## src/rtl/reset_gen.sv

```systemverilog
// rtl/reset_gen.sv - merged POR/button/software reset source for the CPU reset_in pin
//
// Ports:
//   clk          system clock, rising edge
//   nreset       asynchronous active-low power-on reset
//   btn_n        raw push-button, active low, asynchronous to clk
//   req_full     software full-reset request, sampled each edge
//   req_special  software special-reset request, sampled each edge
//   M1, T1       sequencer M1 cycle / T1 state indicators
//   reset_out    active-high reset to the CPU
//   busy         high whenever a reset is in progress or armed
//   cause        source of the last reset: 00 POR, 01 button, 10 full, 11 special
//
// Optional feature macro: RESET_GEN_SPECIAL_EN
//   defined   : special reset waits for M1&T1 and emits a one-clock pulse there,
//               escalating to a full reset after SP_TIMEOUT clocks.
//   undefined : req_special acts as req_full; M1/T1 are ignored and reset_out
//               is purely registered.

module reset_gen #(
  parameter int POR_CYCLES      = 16,
  parameter int PULSE_CYCLES    = 3,
  parameter int DEBOUNCE_CYCLES = 8,
  parameter int SP_TIMEOUT      = 64
) (
  input  logic       clk,
  input  logic       nreset,
  input  logic       btn_n,
  input  logic       req_full,
  input  logic       req_special,
  input  logic       M1,
  input  logic       T1,
  output logic       reset_out,
  output logic       busy,
  output logic [1:0] cause
);

  localparam int CNT_MAX_A = (POR_CYCLES > PULSE_CYCLES) ? POR_CYCLES : PULSE_CYCLES;
  localparam int CNT_MAX   = (CNT_MAX_A > SP_TIMEOUT) ? CNT_MAX_A : SP_TIMEOUT;
  localparam int CNT_W     = $clog2(CNT_MAX + 1);
  localparam int DB_W      = $clog2(DEBOUNCE_CYCLES + 1);

  localparam logic [CNT_W-1:0] CNT_POR   = CNT_W'(POR_CYCLES);
  localparam logic [CNT_W-1:0] CNT_PULSE = CNT_W'(PULSE_CYCLES);
  localparam logic [CNT_W-1:0] CNT_ONE   = CNT_W'(1);
  localparam logic [DB_W-1:0]  DB_MAX    = DB_W'(DEBOUNCE_CYCLES);
  localparam logic [DB_W-1:0]  DB_ONE    = DB_W'(1);

  localparam logic [1:0] CAUSE_POR     = 2'b00;
  localparam logic [1:0] CAUSE_BUTTON  = 2'b01;
  localparam logic [1:0] CAUSE_FULL    = 2'b10;

  typedef enum logic [1:0] {
    ST_IDLE    = 2'b00,
    ST_HOLD    = 2'b01,
    ST_SP_WAIT = 2'b10
  } state_t;

  state_t           r_state;
  state_t           w_state_next;
  logic [CNT_W-1:0] r_cnt;
  logic [CNT_W-1:0] w_cnt_next;
  logic [1:0]       r_cause;
  logic [1:0]       w_cause_next;
  logic             r_rst_hold;

  logic             r_btn_s1;
  logic             r_btn_s2;
  logic [DB_W-1:0]  r_db_cnt;
  logic [DB_W-1:0]  w_db_next;
  logic             w_btn_active;
  logic             w_sp_pulse;

  // Button synchronizer and saturating low-sample counter. Flops reset to the
  // released level so a POR never looks like a press.
  always_ff @(posedge clk or negedge nreset) begin
    if (!nreset) begin
      r_btn_s1 <= 1'b1;
      r_btn_s2 <= 1'b1;
      r_db_cnt <= '0;
    end else begin
      r_btn_s1 <= btn_n;
      r_btn_s2 <= r_btn_s1;
      r_db_cnt <= w_db_next;
    end
  end

  always_comb begin
    w_db_next = r_db_cnt;
    if (r_btn_s2) begin
      w_db_next = '0;
    end else if (r_db_cnt != DB_MAX) begin
      w_db_next = r_db_cnt + DB_ONE;
    end
  end

  // Evaluated on the count the current edge produces, so the press is
  // accepted on the same edge the counter saturates, and it stays asserted
  // (reloading the pulse count) for as long as the button is held.
  assign w_btn_active = (w_db_next == DB_MAX);

`ifdef RESET_GEN_SPECIAL_EN
  localparam logic [CNT_W-1:0] CNT_SP        = CNT_W'(SP_TIMEOUT);
  localparam logic [1:0]       CAUSE_SPECIAL = 2'b11;

  assign w_sp_pulse = (r_state == ST_SP_WAIT) & M1 & T1;
`else
  logic w_unused_m1t1;

  assign w_unused_m1t1 = M1 ^ T1;
  assign w_sp_pulse    = 1'b0;
`endif

  // State register.
  always_ff @(posedge clk or negedge nreset) begin
    if (!nreset) begin
      r_state    <= ST_HOLD;
      r_cnt      <= CNT_POR;
      r_cause    <= CAUSE_POR;
      r_rst_hold <= 1'b1;
    end else begin
      r_state    <= w_state_next;
      r_cnt      <= w_cnt_next;
      r_cause    <= w_cause_next;
      r_rst_hold <= (w_state_next == ST_HOLD);
    end
  end

  // Next-state logic. Source priority: button > req_full > req_special >
  // the current state's own progress.
  always_comb begin
    w_state_next = r_state;
    w_cnt_next   = r_cnt;
    w_cause_next = r_cause;

    if (w_btn_active) begin
      w_state_next = ST_HOLD;
      w_cnt_next   = CNT_PULSE;
      w_cause_next = CAUSE_BUTTON;
    end else if (req_full) begin
      w_state_next = ST_HOLD;
      w_cnt_next   = CNT_PULSE;
      w_cause_next = CAUSE_FULL;
`ifdef RESET_GEN_SPECIAL_EN
    end else if (req_special && (r_state == ST_IDLE)) begin
      w_state_next = ST_SP_WAIT;
      w_cnt_next   = CNT_SP;
      w_cause_next = CAUSE_SPECIAL;
`else
    end else if (req_special) begin
      w_state_next = ST_HOLD;
      w_cnt_next   = CNT_PULSE;
      w_cause_next = CAUSE_FULL;
`endif
    end else begin
      case (r_state)
        ST_HOLD: begin
          if (r_cnt > CNT_ONE) begin
            w_cnt_next = r_cnt - CNT_ONE;
          end else begin
            // Count exhausted; park at zero until the synchronized button
            // is seen released.
            w_cnt_next = '0;
            if (r_btn_s2) begin
              w_state_next = ST_IDLE;
            end
          end
        end
`ifdef RESET_GEN_SPECIAL_EN
        ST_SP_WAIT: begin
          if (M1 && T1) begin
            // The pulse is emitted combinationally this cycle; close it here.
            w_state_next = ST_IDLE;
          end else if (r_cnt <= CNT_ONE) begin
            w_state_next = ST_HOLD;
            w_cnt_next   = CNT_PULSE;
            w_cause_next = CAUSE_FULL;
          end else begin
            w_cnt_next = r_cnt - CNT_ONE;
          end
        end
`endif
        default: begin
          w_state_next = r_state;
        end
      endcase
    end
  end

  assign reset_out = r_rst_hold | w_sp_pulse;
  assign busy      = (r_state != ST_IDLE);
  assign cause     = r_cause;

endmodule

```

## config.mk

```make
export PLATFORM = sky130hd
export DESIGN_NAME = reset_gen
export DESIGN_NICKNAME = d
export VERILOG_FILES = /design/src/rtl/reset_gen.sv
export SDC_FILE = /design/constraint.sdc
export NUM_CORES = 1
export LEC_CHECK = 0
export CAP_MARGIN = 30
export CORE_UTILIZATION = 33
export DETAILED_ROUTE_END_ITERATION = 6
export DONT_BUFFER_PORTS = 1
export HOLD_SLACK_MARGIN = 0.02
export PLACE_DENSITY = 0.45
export SLEW_MARGIN = 5
export SYNTH_ARGS = -nofsm -noshare
export SYNTH_HDL_FRONTEND = slang
export SYNTH_SLANG_ARGS = --single-unit
```

## constraint.sdc

```tcl
create_clock -name clk -period 3.6 [get_ports clk]
set_input_delay 0.54 -clock clk [delete_from_list [all_inputs] [get_ports clk]]
set_output_delay 0.54 -clock clk [all_outputs]
set_load 0.02 [all_outputs]
```

* Word level (Yosys, flattened, before mapping)
Cells that the tools add are included.
** Cells by class
- Reductions and logical operators :: 3
- Shifts and indexed selects :: 0
- Order comparisons :: 1
- $add $sub $neg :: 2
- Divide/modulo/power cells :: 0
- Bitwise logic cells :: 0
- Equality and inequality tests :: 4
- Multipliers :: 0
- Multiplexer cells :: 16
** Operators with widths (count)
- 2-to-1 mux 7 bit :: 5
- 2-to-1 mux 2 bit :: 9
- 2-to-1 mux 4 bit :: 2
- greater-than comparator 7 x 1 -> 1 bit, second input constant :: 1
- subtractor 7 x 1 -> 7 bit, second input constant :: 1
- adder 4 x 1 -> 4 bit, second input constant :: 1
- equality test 2 x 1 -> 1 bit, second input constant :: 2
- equality test 4 bit, second input constant :: 1
- inequality test 4 bit, second input constant :: 1
- nonzero test 4 bit :: 1
- nonzero test 3 bit :: 1
- nonzero test 2 bit :: 1
** Storage, ports and cells
- RAM bits :: 0
- Input port bits :: 7
- Register bits :: 18
- ROM bits :: 0
- Output and inout bits :: 4
- Latch bits :: 0
- Memories :: 0
- Word-level logic and storage cells :: 33

* Depth between registers and ports, before layout
- Word-level depth :: 7
- Gate-level depth with buffers :: 6
- Mapped depth without buffers :: 6

* Least setup slack after synthesis
OpenSTA, ideal clock, no wires.
- Path type :: reg-to-reg
- Start point :: register r_db_cnt[0]
- End point :: register r_rst_hold (netlist: reset_out)
- Slack :: 1868 ps
- Clock period less this slack :: 1732 ps
- Required time :: 3526 ps
- Arrival time :: 1658 ps
- Buffers on the path :: 0
- Setup time :: 74 ps
- Cell stages (with the launch flop) :: 7
- Cell sequence :: dfrtp_1 inv_1 ha_1 a211oi_1 o22ai_2 o41ai_4 o21bai_1
** On the way
- Longest elaborated chain between the ends :: 6
- Elaborated cells between the ends (all ways) :: 7
- Those cells by class :: add/sub: 1; eq/ne: 3; mux: 3
** RTL lines
- start: declaration :: line 69 : logic [DB_W-1:0] r_db_cnt;
- start signal: assignment :: line 84 : r_db_cnt <= w_db_next;
- adder 4 x 1 -> 4 bit or inequality test 4 bit (tied branches) :: line 93, 92
- 2-to-1 mux 4 bit * :: line 92 : end else if (r_db_cnt != DB_MAX) begin
- 2-to-1 mux 4 bit * :: line 90 : if (r_btn_s2) begin
- equality test 4 bit * :: line 100 : assign w_btn_active = (w_db_next == DB_MAX);
- 2-to-1 mux 2 bit * :: line 136 : if (w_btn_active) begin
- equality test 2 x 1 -> 1 bit * :: line 125 : r_rst_hold <= (w_state_next == ST_HOLD);
- end signal: assignment :: line 125
- end: declaration :: line 65 : logic r_rst_hold;
Every way passes the cells marked *; elsewhere a longest branch is shown, timed or not.
A chain may end at the register's enable or synchronous reset.

* Worst setup path after layout
Same ends and word-level chain as after synthesis.

==> flow_summary.ini <==
[layout]
n_fill_cell = 278
layout.cells.most_common = sky130_fd_sc_hd__dfrtp_1
post-route-cell-area_um2 = 1002
drive_above_1_share_pct = 19.32
num-nets-final = 100
area_growth_syn_to_layout_pct = 8.684
insertedDiodeCount = 0
final_cell_mix = 13 x sky130_fd_sc_hd__dfrtp_1, 10 x sky130_fd_sc_hd__nor2_1, 6 x sky130_fd_sc_hd__inv_1

[timing]
setup_clock_skew_after_layout_ns = 0.003682
rsz0062_at_grt = no
report.final.slew_viol_count = 0
fmax_mhz = 484.1
final.min_clock_period_ns = 2.065
tns_ns = 0
timing_worst_slew_pin_value_ns = 0.6384
setup_viol = 0
hold_violations = 0
share_of_the_cycle_needed_by_the_critical_path_after_routing_pct = 57.37
timing.slew.headroom_pct = 57.29

[floorplanning]
start_util_pct = 35.92
fp.dieArea_um2 = 3010
io_pins = 11
floorplan.die.width_um = 54.86
coreArea_um2 = 2567
rows = 18
die_height_um = 54.86

[critical_path]
criticalPathCategory = flip-flop to flip-flop
critPathRequiredTime_ns = 3.82
timing.critical_path.from_type = flip-flop
critical_path_fanout_max = 10
arrival_ns = 2.28
timing.critical_path.to_type = flip-flop

[synthesis]
fraction_of_post_synthesis_cell_area_in_the_top_cell_type_by_area_pct = 35.28
netlist-cell-type-count = 37
yosys_warnings = 0
yosys_register_bits = 18
post_synth_main_area_contributors = sky130_fd_sc_hd__dfrtp_1 35%, sky130_fd_sc_hd__dfstp_2 14%, sky130_fd_sc_hd__ha_1 5.4%
synthesis.instances = 84
edff_count_synth = 0
yosysSeqAreaShare_pct = 49.53
yosys_most_used_dff = sky130_fd_sc_hd__dfrtp_1
synthArstFlopShare_pct = 100.0
synth.cell_area_um2 = 922.1
synth.largest_area_cell = sky130_fd_sc_hd__dfrtp_1
synthesis.area_per_instance_um2 = 10.98
synthesis.nets = 95

[clock_network]
maximum_root_to_sink_buffer_count = 2
clock_insertion_delay_at_the_later_pin_of_the_skew_report_ns = 0.29
cts.reportedPaths.clkPinSlew_ns = 0.10
htree_levels = 1
cts_num_sinks = 18
postCtsSetupBuffers = 0
cts_tree = done
num_cts_buffers = 3
root_buffer = sky130_fd_sc_hd__clkbuf_4

[drt]
route.detailed.wl_per_inst_um = 13.53
drt_drc_violations_left = 0
wirelength_um = 1597
detail_route.first_pass.iterations = 3
detail_route.vias_per_cell = 5.136
drt.antenna.violating_nets = 0
num_vias = 606
dr.first_iter.drc_count = 13

[power]
swShare_pct = 23.49
vdd_drop_max_mv = 0.2539
p_leak_uw = 0.0004282
switchingPower_uw = 87.86
power_per_cell_area_nw_per_um2 = 373.1
power.internal_uw = 286.1
comb_power_share_pct = 9.2
clock_power_share_pct = 32.6
power_frac_seq_pct = 58.2

[outcome]
outcome = finished clean

[global_route]
grt_start_max_net_pins = 14
grt_overflow_total = 0
antenna_found_initial = 0
gr-usage-all-layers_pct = 14.24
grt_pass1_wl_um = 2863
vias_in_the_first_global_route = 606

[place]
placedInstanceArea_um2 = 955.9
dp_hpwl_um = 1099
placer_congestion = 0.6947
portBuffers = 0

[worst_hold_path]
hp-class = primary input to async pin

[flow_run]
drv_cap = 0
[cell type report]
class,count,area (µm²),share of cell area (%)
Clock buffer,4,36.28,3.620
Inverter,6,22.52,2.247
Timing Repair Buffer,1,10.01,0.9988
Multi-Input combinational cell,59,439.2,43.82
Tap cell,30,37.54,3.745
Sequential cell,18,456.7,45.57
[final timing paths]
kind | start | to | slack, ns | cells past startpoint
max | r_db_cnt[0] | reset_out | 1.53 | 6
min | nreset | r_btn_s1 | 0.08 | 0
max reg2reg | r_db_cnt[0] | reset_out | 1.53 | 6
min reg2reg | r_btn_s1 | r_btn_s2 | 0.36 | 0
max in group asynchronous | nreset | r_cnt[1] | 2.49 | 1
min in group clk | btn_n | r_btn_s1 | 0.23 | 0
[power groups by stage]
stage               clock network [µW]  logic (µW)  registers, µW
floorplan                            0        27.7            218
global placement                     0        30.6            221
detailed placement                   0        30.9            221
CTS                                134        35.2            218
global route                       143        39.9            219
finish                             122        34.5            218
[through the flow]
step                setup WS [ns]  hold slack [ns]  cells  utilization, %  power [µW]
finish                      1.535          0.07833    118           39.04       373.9
global route                1.315          0.03306    118           39.04       402.2
CTS                         1.504          0.05231    118           39.04       386.5
detailed placement          1.534           0.2448    113           37.23       252.3
global placement            1.587           0.2448    113           37.23       251.7
floorplan                   1.868           0.2444     84               -       246.0
[critical path, cell delays in order, from the launching register on]
cell and delay (ns):
sky130_fd_sc_hd__dfrtp_1 0.45, sky130_fd_sc_hd__inv_1 0.10, sky130_fd_sc_hd__ha_1 0.24, sky130_fd_sc_hd__a211oi_1 0.30
sky130_fd_sc_hd__o22ai_2 0.16, sky130_fd_sc_hd__o41ai_4 0.54, sky130_fd_sc_hd__o21bai_1 0.21
[routing by layer]
layer / vias up / track usage [%] / wire, µm
met5: - / 0 / 0
met4: 0 / 3.846 / 15
met3: 2 / 5.833 / 50
met2: 8 / 20.08 / 687
met1: 287 / 19.70 / 842
li1: 309 / - / -
[kinds of logic (layout without fill, tap and decap cells)]
group                    count (synthesis)  count (layout)  synth area share [%]
AO/OA/AOI/OAI                           18              18                 16.69
buffers and inverters                    7              11                 2.849
XOR/XNOR                                 2               2                 1.900
flip-flops                              18              18                 49.53
adder cells (fa/ha/maj)                  4               4                 5.428
multiplexers                             1               1                 1.086
AND/OR/NAND/NOR                         34              34                 22.52
[sequential cells by signal, summed over array words and instances (netlist names)]
| signal | count |
|---|---|
| cause | 2 |
| r_cnt | 7 |
| r_btn_s1 | 1 |
| reset_out | 1 |
| r_state | 2 |
| r_db_cnt | 4 |
| r_btn_s2 | 1 |
[Yosys cell counts (2+ instances only)]
cell	count
sky130_fd_sc_hd__ha_1	4
sky130_fd_sc_hd__nor3_1	2
sky130_fd_sc_hd__dfrtp_1	13
sky130_fd_sc_hd__nor2_1	10
sky130_fd_sc_hd__a21oi_1	5
sky130_fd_sc_hd__nand2b_1	2
sky130_fd_sc_hd__nand2_1	4
sky130_fd_sc_hd__nand3b_1	3
sky130_fd_sc_hd__a21o_1	2
sky130_fd_sc_hd__inv_1	6
sky130_fd_sc_hd__dfstp_2	5
sky130_fd_sc_hd__o21bai_1	2
sky130_fd_sc_hd__or3_1	2
[repair_timing]
item,4_1_cts,5_1_grt
resized for setup,0,0
hold buffers,1,0
endpoints found under the hold margin,13,0
endpoints found under the setup margin,0,0
Power figures use the tool's default switching activity.
